<file path="src/rtl/reorder_buffer_pkg.sv">
// Shared types for the reorder buffer: allocation payload, retire payload and sizing constants.
package reorder_buffer_pkg;

   localparam int unsigned ROB_DEPTH = 16;
   localparam int unsigned ROB_IDX_W = 4;
   localparam int unsigned PREG_W    = 7;
   localparam int unsigned PC_W      = 32;
   localparam int unsigned ROB_TAG_W = 5;

   typedef struct packed {
      logic                 valid;
      logic                 complete;
      logic [ROB_TAG_W-1:0] rob_index;
      logic [PREG_W-1:0]    pd_new;
      logic [PREG_W-1:0]    pd_old;
      logic [PC_W-1:0]      pc;
   } rob_data;

   typedef struct packed {
      logic [PREG_W-1:0]    pd_old;
      logic [PREG_W-1:0]    pd_new;
      logic [PC_W-1:0]      pc;
      logic [ROB_IDX_W-1:0] rob_index;
   } rob_retire_data;

endpackage

</file>
<file path="src/rtl/reorder_buffer.sv">
// Circular reorder buffer: in-order allocate, out-of-order completion, in-order retire,
// and branch-flush squash of every entry younger than the mispredicted branch.
module reorder_buffer
   import reorder_buffer_pkg::*;
#(
   parameter int unsigned DEPTH  = ROB_DEPTH,
   parameter int unsigned NUM_WB = 3
) (
   input  logic                                     clk,
   input  logic                                     rst_n,
   input  logic                                     alloc_valid,
   input  rob_data                                  alloc_data,
   output logic                                     alloc_ready,
   output logic [$clog2(DEPTH)-1:0]                 alloc_index,
   input  logic [NUM_WB-1:0]                        wb_valid,
   input  logic [NUM_WB-1:0][$clog2(DEPTH)-1:0]     wb_index,
   input  logic                                     flush_valid,
   input  logic [$clog2(DEPTH)-1:0]                 flush_index,
   output logic                                     retire_valid,
   output logic [PREG_W-1:0]                        retire_pd_old,
   output logic [PREG_W-1:0]                        retire_pd_new,
   output logic [PC_W-1:0]                          retire_pc,
   output logic [$clog2(DEPTH)-1:0]                 retire_index,
   output logic                                     full,
   output logic                                     empty,
   output logic [$clog2(DEPTH):0]                   count
);

   localparam int unsigned IDX_W = $clog2(DEPTH);
   localparam int unsigned CNT_W = IDX_W + 1;

   rob_data          entries [DEPTH];
   logic [IDX_W-1:0] head;
   logic [IDX_W-1:0] tail;
   logic [CNT_W-1:0] count_q;
   logic [CNT_W-1:0] count_d;
   logic [IDX_W-1:0] flush_dist;
   logic [DEPTH-1:0] squash;
   logic [DEPTH-1:0] wb_hit;
   logic             alloc_fire;
   logic             retire_fire;
   rob_retire_data   retire_q;
   logic             unused_alloc_fields;

   // True when idx lies strictly between fi and tl, walking forward mod DEPTH.
   function automatic logic in_flush_range(input logic [IDX_W-1:0] idx,
                                           input logic [IDX_W-1:0] fi,
                                           input logic [IDX_W-1:0] tl);
      logic [IDX_W-1:0] d_idx;
      logic [IDX_W-1:0] d_tail;
      d_idx  = idx - fi - IDX_W'(1);
      d_tail = tl - fi - IDX_W'(1);
      return d_idx < d_tail;
   endfunction

   assign unused_alloc_fields = ^{alloc_data.valid, alloc_data.complete, alloc_data.rob_index};

   assign full        = (count_q == CNT_W'(DEPTH));
   assign empty       = (count_q == '0);
   assign count       = count_q;
   assign alloc_ready = !full && !flush_valid;
   assign alloc_index = tail;
   assign alloc_fire  = alloc_valid && alloc_ready;
   assign retire_fire = entries[head].valid && entries[head].complete;
   assign flush_dist  = flush_index - head;

   // Squash mask and OR-merged writeback hits across all ports.
   always_comb begin
      squash = '0;
      wb_hit = '0;
      for (int unsigned e = 0; e < DEPTH; e++) begin
         squash[e] = flush_valid && in_flush_range(IDX_W'(e), flush_index, tail);
      end
      for (int unsigned w = 0; w < NUM_WB; w++) begin
         if (wb_valid[w]) wb_hit[wb_index[w]] = 1'b1;
      end
   end

   always_comb begin
      count_d = count_q;
      if (flush_valid) begin
         count_d = CNT_W'(flush_dist) + CNT_W'(1) - CNT_W'(retire_fire);
      end else begin
         count_d = count_q + CNT_W'(alloc_fire) - CNT_W'(retire_fire);
      end
   end

   always_ff @(posedge clk or negedge rst_n) begin
      if (!rst_n) begin
         head         <= '0;
         tail         <= '0;
         count_q      <= '0;
         retire_valid <= 1'b0;
         retire_q     <= '0;
         for (int unsigned e = 0; e < DEPTH; e++) begin
            entries[e] <= '0;
         end
      end else begin
         // Squash outranks writeback so a same-cycle completion to a squashed entry is lost.
         for (int unsigned e = 0; e < DEPTH; e++) begin
            if (squash[e]) begin
               entries[e].valid    <= 1'b0;
               entries[e].complete <= 1'b0;
            end else if (wb_hit[e] && entries[e].valid) begin
               entries[e].complete <= 1'b1;
            end
         end
         if (retire_fire) begin
            entries[head].valid    <= 1'b0;
            entries[head].complete <= 1'b0;
            head                   <= head + IDX_W'(1);
            retire_q.pd_old        <= entries[head].pd_old;
            retire_q.pd_new        <= entries[head].pd_new;
            retire_q.pc            <= entries[head].pc;
            retire_q.rob_index     <= ROB_IDX_W'(entries[head].rob_index);
         end
         if (alloc_fire) begin
            entries[tail].valid     <= 1'b1;
            entries[tail].complete  <= 1'b0;
            entries[tail].rob_index <= ROB_TAG_W'(tail);
            entries[tail].pd_new    <= alloc_data.pd_new;
            entries[tail].pd_old    <= alloc_data.pd_old;
            entries[tail].pc        <= alloc_data.pc;
            tail                    <= tail + IDX_W'(1);
         end
         if (flush_valid) tail <= flush_index + IDX_W'(1);
         retire_valid <= retire_fire;
         count_q      <= count_d;
      end
   end

   assign retire_pd_old = retire_q.pd_old;
   assign retire_pd_new = retire_q.pd_new;
   assign retire_pc     = retire_q.pc;
   assign retire_index  = IDX_W'(retire_q.rob_index);

   // A flush must name a live entry; anything else is a dispatch protocol error.
   flush_target_valid: assert property (@(posedge clk) disable iff (!rst_n)
                                        flush_valid |-> entries[flush_index].valid);

endmodule

</file>
<file path="config.mk">
export PLATFORM = sky130hd
export DESIGN_NAME = reorder_buffer
export DESIGN_NICKNAME = d
export VERILOG_FILES = /design/src/rtl/reorder_buffer_pkg.sv /design/src/rtl/reorder_buffer.sv
export SDC_FILE = /design/constraint.sdc
export NUM_CORES = 1
export LEC_CHECK = 0
export CAP_MARGIN = 5
export CORE_ASPECT_RATIO = 1.4
export CORE_MARGIN = 4
export CORE_UTILIZATION = 53
export CTS_CLUSTER_SIZE = 8
export DETAILED_ROUTE_END_ITERATION = 10
export PLACE_DENSITY = 0.71
export SLEW_MARGIN = 15
export SYNTH_ARGS = -nofsm -noshare
export SYNTH_HDL_FRONTEND = slang
export SYNTH_SLANG_ARGS = --single-unit
</file>
<file path="constraint.sdc">
create_clock -name clk -period 5 [get_ports clk]
set_input_delay 1 -clock clk [delete_from_list [all_inputs] [get_ports clk]]
set_output_delay 1 -clock clk [all_outputs]
set_load 0.02 [all_outputs]
</file>
==> flow_metrics.tcl <==
set metrics [dict create \
    synth_ff_type "dfrtp_1" \
    pwr-share-comb_pct 22.9 \
    crit_fanout 43 \
    drive_above_1_share_pct 43.7 \
    h-tree-depth 4 \
    io_buffers 131 \
    tightest_slew_ns 1.09 \
    utilization_pct 61.2 \
    root_buffer "clkbuf_16" \
    post-route-period-util_pct 82.0 \
    cp.required_ns 5.59 \
    grt_usage_pct 25.9 \
    holdWs_ns 0.337 \
    slew_violations 0 \
    fmax_mhz 244 \
    power.share.clock_pct 31.2 \
    postLayoutSetupSlackWorst_ns 0.902 \
    cts_sinks 896 \
    grt_pass1_wl_mm 165 \
    ant_nets 0 \
    yosysWarnings 0 \
    syn_nets 2882 \
    ys_seq_area_share_pct 53.6 \
    synthCells 2756 \
    die-area_sq_um 83600 \
    syn_avg_cell_area_sq_um 15.2 \
    cts_tree "done" \
    cts.clk_slew.worst_paths_ns 0.06 \
    r2r-end "count[4]" \
    async_reset_ff_share_pct 100 \
    crit_path_end_kind "register" \
    p_seq_share_pct 45.9 \
    fp.dieW_um 246 \
    peakVddDrop_mv 0.348 \
    grt_max_degree 124 \
    rrSetupSlack_ns 0.90 \
    worstSetupPathType "reg -> reg" \
    hold_viol 0 \
    p_per_area_nw_per_um2 524 \
    p_sw_mw 6.58 \
    cts_hold_buf 0 \
    cts_buffer_depth 3 \
    grt_pass1_vias 27170 \
    startpoint "head[1]" \
    total_power_mw 25.0 \
    hold_class "in -> async" \
    start_util_pct 53.6 \
    multi_input_area_sq_um 18300 \
    die_h_um 341 \
    status "completed" \
    cts_buffers 130 \
    dpl_worst_slack_ns 0.442 \
    power.internal_mw 18.5 \
    period_minus_slack_ns 4.10 \
    antenna_found_initial 7 \
    place_congestion 0.857 \
    drt_iter0_drc 1632 \
    worstPathArrival_ns 4.69 \
    routed_wl_mm 105 \
    fin_setup_tns_ns 0 \
    detail_route.wl_per_cell_um 26.8 \
    final_cell_count_no_fill 3926 \
    ys_types 77 \
    final_nets 2985 \
    slew_headroom_pct 27.1 \
    regArea_sq_um 22400 \
    via_count 24369 \
    placed_cells 3772 \
    cts_resized 0 \
    worstSetupStartpointType "register" \
    core_sq_um 78100 \
    ioPinCount 139 \
    drcViolationCount 0 \
    synth-seq-cells 896 \
    r2r-start "head[1]" \
    grt_setup_unrepaired "false" \
    viasPerCell 6.21 \
    nFillCells 5820 \
    setup_viol 0 \
    clock_latency_ns 0.71 \
    finClkSkew_ns 0.0225 \
    syn_to_final_growth_pct 14.2 \
    grt-ovfl-total 0 \
    synth_edf_count 0 \
    num_rows 121 \
    postCtsSetupRepairBufs 0 \
    dpl_cell_area_sq_um 44200 \
    cellLeakagePower_nw 21.2 \
    ff2ff_path_depth 14 \
    drt_first_pass_iters 5 \
    fin_area_sq_um 47800 \
    cp-endpoint "count[4]" \
    netlist_area_sq_um 41900 \
    dp_hpwl_mm 60.4 \
    cap_violations 0 \
    swShare_pct 26.3 \
]
state kept, by name, indices dropped and copies added, names as in the netlist, 4 cells and up:
name           count
alloc_index        4
retire_pd_new      7
retire_pd_old      7
retire_index       4
head               4
retire_pc         32
count              5
entries          832
cell usage after synthesis, types with 13 or more instances:
cell	instances	share of area, %
dfrtp_1	896	54
mux2_2	703	19
mux4_2	255	14
nand2_1	164	1.5
clkbuf_1	122	1.1
ha_1	47	1.4
mux2_4	47	1.7
inv_1	45	0.40
buf_2	43	0.51
nand2b_1	39	0.58
o21ai_0	29	0.35
nor2_1	27	0.24
a21oi_1	25	0.30
and2_1	25	0.37
buf_1	25	0.22
nor2b_1	23	0.34
buf_4	18	0.32
xnor2_1	13	0.27
worst max-delay path, cell delays in order (launching register included):
cell and delay [ns]:
dfrtp_4 0.85, mux4_2 0.61, a22o_1 0.25, o311a_4 0.16, o21bai_4 0.36, ha_1 0.38, inv_1 0.04, ha_1 0.18
inv_1 0.07, fa_1 0.20, inv_1 0.06, a21oi_1 0.14, nor2_1 0.07, or3_1 0.34, a32o_1 0.26
placed cells by master, fill, tap and decap left out, drive strengths merged, types with 27 or more instances in the layout:
| cell type | n |
|---|---|
| clkdlybuf4s50 | 130 |
| o21ai | 29 |
| nand2 | 164 |
| nand2b | 39 |
| mux2 | 750 |
| inv | 50 |
| buf | 60 |
| dfrtp | 896 |
| clkbuf | 138 |
| nor2 | 27 |
| ha | 47 |
| mux4 | 255 |
final cells by class:
class | instances | area share [%]
sequential | 896 | 46.9
multi-input combinational | 1594 | 38.3
clock buffer | 138 | 7.11
timing repair buffer | 190 | 4.23
tap | 1045 | 2.74
inverter | 47 | 0.374
clock inverter | 11 | 0.293
antenna | 5 | 0.0262
per-layer routing:
layer	up-vias	share of wire, %	track usage (%)
li1	10331	-	-
met1	13221	41	34.1
met2	624	52	44.1
met3	191	4.7	4.49
met4	2	2.9	8.34
met5	-	0.0095	0
how the worst min path moves through the flow:
stage	startpoint	end	slack, ns	cells past startpoint
finish	rst_n	entries[176]	0.34	1
global route	rst_n	entries[123]	0.40	1
CTS	rst_n	entries[176]	0.39	1
detailed placement	entries[470]	entries[470]	0.45	1
global placement	entries[683]	entries[683]	0.44	1
floorplan	entries[312]	entries[312]	0.43	1
power groups by stage:
stage	Sequential (mW)	Clock, mW	Combinational [mW]
floorplan	11.0	0	4.54
global placement	11.3	0	5.49
detailed placement	11.6	0	5.76
CTS	11.5	7.96	5.80
global route	11.8	8.26	6.27
finish	11.5	7.80	5.74
cell families (layout without fill, tap and decap cells):
logic type | after synthesis | count (layout) | share of synthesized area [%]
and+or+nand+nor | 365 | 365 | 4.45
adders and majority gates | 50 | 50 | 1.55
muxes | 1014 | 1014 | 34.6
AOI/OAI and AO/OA | 142 | 142 | 2.40
DFF | 896 | 896 | 53.6
xor gates and xnor gates | 23 | 23 | 0.481
buffers and inverters | 266 | 386 | 2.99
other | 0 | 5 | 0
Note: power is estimated with default switching activity, not from simulation.
